**src/rtl/cpu_pkg.sv**
```systemverilog
// Shared core constants and the write-back queue entry layout.
package cpu_pkg;

    localparam int unsigned REG_AW = 5;
    localparam int unsigned XLEN   = 32;
    localparam logic [REG_AW-1:0] REG_ZERO = '0;

    typedef struct packed {
        logic              valid;
        logic [REG_AW-1:0] rd;
        logic [XLEN-1:0]   data;
    } wb_entry_t;

endpackage

```
**src/rtl/wb_fwd_lookup.sv**
```systemverilog
// Youngest-match search over the queued writes, walking from head (oldest) towards tail.
module wb_fwd_lookup
    import cpu_pkg::*;
#(
    parameter int unsigned DEPTH = 4,
    parameter int unsigned AW    = REG_AW,
    parameter int unsigned DW    = XLEN
) (
    input  wb_entry_t                  entries [DEPTH],
    input  logic [$clog2(DEPTH)-1:0]   head,
    input  logic [AW-1:0]              addr,
    output logic                       hit,
    output logic [DW-1:0]              data
);

    localparam int unsigned PW = $clog2(DEPTH);

    logic [PW-1:0] idx;

    // Later (younger) matches overwrite earlier ones, so the last hit wins.
    always_comb begin
        hit  = 1'b0;
        data = '0;
        idx  = '0;
        for (int unsigned i = 0; i < DEPTH; i++) begin
            idx = head + PW'(i);
            if (addr != AW'(0) && entries[idx].valid && AW'(entries[idx].rd) == addr) begin
                hit  = 1'b1;
                data = DW'(entries[idx].data);
            end
        end
    end

endmodule

```
**src/rtl/wb_queue.sv**
```systemverilog
// In-order write-back FIFO between the ALU/load result paths and the register-file write port,
// with pending-write forwarding for two decode read addresses.
module wb_queue
    import cpu_pkg::*;
#(
    parameter int unsigned DEPTH = 4,
    parameter int unsigned AW    = REG_AW,
    parameter int unsigned DW    = XLEN
) (
    input  logic                     clk,
    input  logic                     reset,
    input  logic                     alu_valid,
    input  logic [AW-1:0]            alu_rd,
    input  logic [DW-1:0]            alu_data,
    output logic                     alu_ready,
    input  logic                     mem_valid,
    input  logic [AW-1:0]            mem_rd,
    input  logic [DW-1:0]            mem_data,
    output logic                     mem_ready,
    input  logic                     wb_hold,
    output logic [AW-1:0]            RW,
    output logic                     wEn,
    output logic [DW-1:0]            busW,
    input  logic [AW-1:0]            q_ra,
    input  logic [AW-1:0]            q_rb,
    output logic                     fwd_a_hit,
    output logic [DW-1:0]            fwd_a_data,
    output logic                     fwd_b_hit,
    output logic [DW-1:0]            fwd_b_data,
    output logic [$clog2(DEPTH):0]   count,
    output logic                     empty
);

    localparam int unsigned PW = $clog2(DEPTH);
    localparam int unsigned CW = PW + 1;

    wb_entry_t     entries [DEPTH];
    logic [PW-1:0] head, tail, head_next, tail_next, alu_slot;
    logic [CW-1:0] count_next;
    logic          mem_store, alu_store, deq;

    // Handshake, pointer and occupancy next-state; rd==0 offers are accepted but never stored.
    always_comb begin
        mem_ready  = (count <= CW'(DEPTH - 1));
        mem_store  = mem_valid && mem_ready && (REG_AW'(mem_rd) != REG_ZERO);
        alu_ready  = mem_store ? (count <= CW'(DEPTH - 2)) : (count <= CW'(DEPTH - 1));
        alu_store  = alu_valid && alu_ready && (REG_AW'(alu_rd) != REG_ZERO);
        deq        = (count != '0) && !wb_hold;
        head_next  = deq ? head + PW'(1) : head;
        alu_slot   = tail + PW'(mem_store);
        tail_next  = tail + PW'(mem_store) + PW'(alu_store);
        count_next = count + CW'(mem_store) + CW'(alu_store) - CW'(deq);
    end

    // Drain port is driven straight from the head entry, forced to zero when empty.
    always_comb begin
        empty = (count == '0);
        wEn   = deq;
        RW    = '0;
        busW  = '0;
        if (!empty) begin
            RW   = AW'(entries[head].rd);
            busW = DW'(entries[head].data);
        end
    end

    always_ff @(posedge clk or negedge reset) begin
        if (!reset) begin
            head  <= '0;
            tail  <= '0;
            count <= '0;
            for (int unsigned i = 0; i < DEPTH; i++) begin
                entries[i] <= '0;
            end
        end else begin
            head  <= head_next;
            tail  <= tail_next;
            count <= count_next;
            if (deq) begin
                entries[head].valid <= 1'b0;
            end
            // Load result is the older instruction, so it takes the first free slot.
            if (mem_store) begin
                entries[tail] <= '{valid: 1'b1, rd: REG_AW'(mem_rd), data: XLEN'(mem_data)};
            end
            if (alu_store) begin
                entries[alu_slot] <= '{valid: 1'b1, rd: REG_AW'(alu_rd), data: XLEN'(alu_data)};
            end
        end
    end

    wb_fwd_lookup #(.DEPTH(DEPTH), .AW(AW), .DW(DW)) u_fwd_a (
        .entries (entries),
        .head    (head),
        .addr    (q_ra),
        .hit     (fwd_a_hit),
        .data    (fwd_a_data)
    );

    wb_fwd_lookup #(.DEPTH(DEPTH), .AW(AW), .DW(DW)) u_fwd_b (
        .entries (entries),
        .head    (head),
        .addr    (q_rb),
        .hit     (fwd_b_hit),
        .data    (fwd_b_data)
    );

endmodule

```
**config.mk**
```make
export PLATFORM = sky130hd
export DESIGN_NAME = wb_queue
export DESIGN_NICKNAME = d
export VERILOG_FILES = /design/src/rtl/cpu_pkg.sv /design/src/rtl/wb_fwd_lookup.sv /design/src/rtl/wb_queue.sv
export SDC_FILE = /design/constraint.sdc
export NUM_CORES = 1
export LEC_CHECK = 0
export CORE_MARGIN = 1.5
export CORE_UTILIZATION = 50
export CTS_CLUSTER_DIAMETER = 100
export DETAILED_ROUTE_END_ITERATION = 10
export PLACE_DENSITY_LB_ADDON = 0.1
export SYNTH_ARGS = -nofsm -noshare
export SYNTH_HDL_FRONTEND = slang
export SYNTH_HIERARCHICAL = 1
export SYNTH_SLANG_ARGS = --single-unit
```
**constraint.sdc**
```tcl
create_clock -name clk -period 7.88 [get_ports clk]
set_clock_uncertainty 0.05 [all_clocks]
set_input_delay 1.576 -clock clk [delete_from_list [all_inputs] [get_ports clk]]
set_output_delay 1.576 -clock clk [all_outputs]
set_load 0.02 [all_outputs]
```
Yosys cells after proc, flatten, opt, wreduce, memory -nomap -nowiden. Cells that the tools add are included.

$add $sub $neg: 8. Order comparisons: 11. Eq/ne operators: 8. Multiplexer cells: 43. Bitwise logic cells: 6. Reduce and logical (&&, ||, !) cells: 31.

Operator list (count): bitwise mux 152 bit (3); two-way mux 152 bit (3); two-way mux 38 bit (11); binary-select mux 38 bit (select 2 bit) (4); two-way mux 32 bit (9); demux 38 bit (select 2 bit) (3); == test 5 bit (8); logical AND 1 bit (24); nonzero test 5 bit (4); greater-or-equal comparator 3 bit, second input constant (6); inverter 2 -> 3 bit (6); less-than comparator 3 x 1 -> 1 bit, second input constant (3); two-way mux 1 bit (9); adder 3 x 1 -> 3 bit (2); less-or-equal comparator 3 x 2 -> 1 bit, second input constant (2); two-way mux 5 bit (1); adder 2 x 1 -> 2 bit (2); adder 2 bit, second input constant (2); zero test 3 bit (1); nonzero test 3 bit (1); subtractor 3 x 1 -> 3 bit (1); adder 2 x 1 -> 2 bit, second input constant (1); zero test 1 bit (1).

Register bits: 159. Input port bits: 89. Output and inout bits: 110. Word-level logic and storage cells: 122.

Depth between registers and ports, before layout.
Word-level depth: 11. Mapped depth: 12.

Hierarchy. The synthesis kept the hierarchy.

Modules (own cells, without submodules): wb_fwd_lookup (times used 2, cells an instance 675, area an instance 5102.4 um^2); wb_queue (times used 1, cells an instance 639, area an instance 9192.6 um^2).

Worst setup path before layout. No wires, ideal clock.

Kind: in2out. From: in q_ra[0]. To: out fwd_a_data[25]. Arrival: 3610 ps. Required time: 6254 ps. Setup slack: 2644 ps. Cell stages on the path: 9. Buffers on the path: 2. Cells stage by stage: buf_2 -> nor4_1 -> a21oi_1 -> mux2_2 -> o221a_4 -> buf_4 -> nand2_1 -> o311ai_0 -> a211oi_1.

Cells in the longest elaborated chain, start to end: 7.

Ends and longest elaborated chain: start, declared (line wb_queue.sv:24) `input logic [AW-1:0] q_ra,`; nonzero test 5 bit (line wb_fwd_lookup.sv:27) `if (addr != AW'(0) && entries[idx].valid && AW'(entries[idx].rd) == addr) begin`; logical AND 1 bit (2 in a row) (line wb_fwd_lookup.sv:27); two-way mux 32 bit (3 in a row) (line wb_fwd_lookup.sv:27); two-way mux 32 bit (*) (line wb_fwd_lookup.sv:27); end, declared (line wb_queue.sv:27) `output logic [DW-1:0] fwd_a_data,`.

Every way passes the cells marked *; elsewhere a longest branch is shown, timed or not.

Worst setup path after layout.
From: in q_ra[3]. To: out fwd_a_data[25].

Same word-level chain as after synthesis.

==> qor.csv <==
metric,value,unit
RSZ-0062 raised after global routing,no,
Worst-path clk slew,80,ps
share of cells above drive strength 1,34.0,%
Top Metal Used,met4,
number of antenna violations at the first check in global routing,2,
worst setup margin,672,ps
core box area,37900,um2
Cells after Synth,1989,
nets@finish,2151,
postcts setup bufs,0,
period utilization,91.5,%
syn avg cell area,9.75,um2
Setup TNS,0,ps
Yosys reg bits,159,
Synth top area share,22.4,%
top post-synthesis cells by area,"mux2_2 (22%), dfrtp_1 (21%), mux2i_1 (9.4%)",
worst hold path class,reg2reg,
Leakage,8.10,nW
Slew HR,24.8,%
Least-Margin Pin Slew,1130,ps
Met3 Wirelength,4.82,mm
"Async S/R FF share, synth",100,%
area grow syn2layout,12.9,%
IO Count,199,
largest net degree at the start of global routing,166,
cell taking the most area after synthesis,mux2_2,
Non-Filler Instances,2577,
most common flop cell mapped by yosys,dfrtp_1,
max_cap viols,0,
post-route minimum period,7210,ps
Final GP Congestion,0.881,
fmax,0.139,GHz
"Req. time, crit path",6250,ps
Hold Path Depth,1,
Sink Count,159,
dpl cell area,21300,um2
crit path DAT,5580,ps
met1 WL,26.8,mm
Final setup viols,0,
htree depth,4,
die area,40000,um2
I/O Buffers,198,
worst vdd ir,0.337,mV
drt pass-1 iters,5,
CP Capture Type,output port,
row count,71,
pre-CTS setup slack,834,ps
Hold Buf Count CTS,0,
DPL Wire Length,38.8,mm
Final ANT Viol Nets,0,
placed cell count,2544,
crit-path max FO,14,
post-route cell area,21900,um2
chip height,200,um
most frequent cells in the layout,"mux2_2 (386), clkdlybuf4s50_1 (197), mux2i_1 (182), dfrtp_1 (157), nor2_1 (132)",
status,completed,
final max-slew violation count,0,
Avg Vias per Cell,6.58,
CTS Buf Count,17,
Die X,200,um
Netlist cell types,60,
Post-Syn Area,19400,um2
"commonest non-fill, non-tap cell in the layout",mux2_2,
DRC violations left,0,
gr ovfl total,0,
GRT Util Overall,31.5,%
syn_nets,2088,
number of global-route vias before repair,16500,
Iteration-0 DRC Markers,1407,
R2R cell count,6,
critical path type,in2out,
CP Launch Type,input pin,
yosys warns,6,
vias post-DR,17000,
wire per inst,24.5,um
clock root buffer,clkbuf_16,
Bufs on Longest Clock Path,2,
final WL,63.2,mm
Resize count post-CTS,0,
Power Dens Cells,506,nW/um2
number of synthesized flops with an enable pin,0,
first-pass GRT wire length,96.4,mm
sequential-to-total area share from yosys stat,20.5,%
Hold Fails Final Rpt,0,
clk_lat worst skew,460,ps
Initial Utilization,51.1,%
met2 WL,29.4,mm
WHS,594,ps
CTS tree,built,
flip-flops by register name, indices dropped and copies added (netlist names):
name     flops
entries    152
tail         2
head         2
count        3
cells in the mapped netlist, types with 8 or more instances:
master,count
inv_1,27
a21oi_1,68
o32ai_1,58
a211oi_2,60
o22ai_1,14
clkbuf_1,60
nand2_1,87
buf_4,13
dfrtp_1,159
ha_1,9
mux2i_1,182
o211ai_1,8
mux2_4,40
buf_2,83
or3_1,61
nand3_1,15
nand2b_1,10
nor2_1,132
nor3_2,60
and2_1,8
xnor2_1,35
buf_6,35
mux4_2,47
mux2_2,386
nor3_1,130
o21ai_0,69
nor2b_1,45
report_power, final:
group	switching, mW	leakage (nW)	internal (mW)
Sequential	0.852	1.89	1.25
Combinational	3.99	5.91	4.06
Clock	0.422	0.304	0.510
metal layers:
layer  up-vias  global-route usage, %
met5         -                      0
met4         0                   12.8
met3       147                   5.07
met2       775                   50.7
met1      8399                   42.2
li1       7631                      -
worst max-delay path, cell delays in order:
cell and delay, ps:
clkdlybuf4s50_1 590, nand2b_1 230, mux2_2 280, a21oi_1 270, nand4_1 780, buf_4 520, o21ai_0 220, a211oi_1 110
a211oi_1 320, clkdlybuf4s50_1 670
final cells by class:
cell class,instances,area (um2)
Clock inverter,15,195
Antenna cell,1,2.50
Tap cell,511,639
Inverter,27,101
Clock buffer,17,425
Multi-Input combinational cell,1609,14200
Timing Repair Buffer,238,2330
Fill cell,3260,16000
Sequential cell,159,3990
kinds of logic (layout without fill, tap and decap cells):
kind of cell | count (synthesis) | in the layout | synth area share, %
simple gates | 581 | 581 | 16.4
other cells | 0 | 1 | 0
xor+xnor | 41 | 41 | 1.85
mux | 659 | 659 | 40.6
flops | 159 | 159 | 20.5
fa+ha+maj | 10 | 10 | 0.684
compound gates | 318 | 318 | 13.4
buf+inv | 221 | 297 | 6.46
final timing paths:
path	from	endpoint	slack [ps]
worst min register to register	count[0]	count[0]	590
max in group asynchronous	reset	head[0]	4920
worst min-delay path	count[0]	count[0]	590
worst max register to register	head[1]	head[1]	4260
min in group asynchronous	reset	entries[32]	1100
worst max-delay path	q_ra[3]	fwd_a_data[25]	670
metrics by stage:
step / utilization, % / power (mW)
final: 57.7 / 11.1
after global routing: 57.7 / 11.8
after CTS: 57.7 / 11.0
after detailed placement: 56.1 / 10.0
after global placement: 56.1 / 9.90
after floorplan: - / 7.79
(Power assumes the default switching activity.)
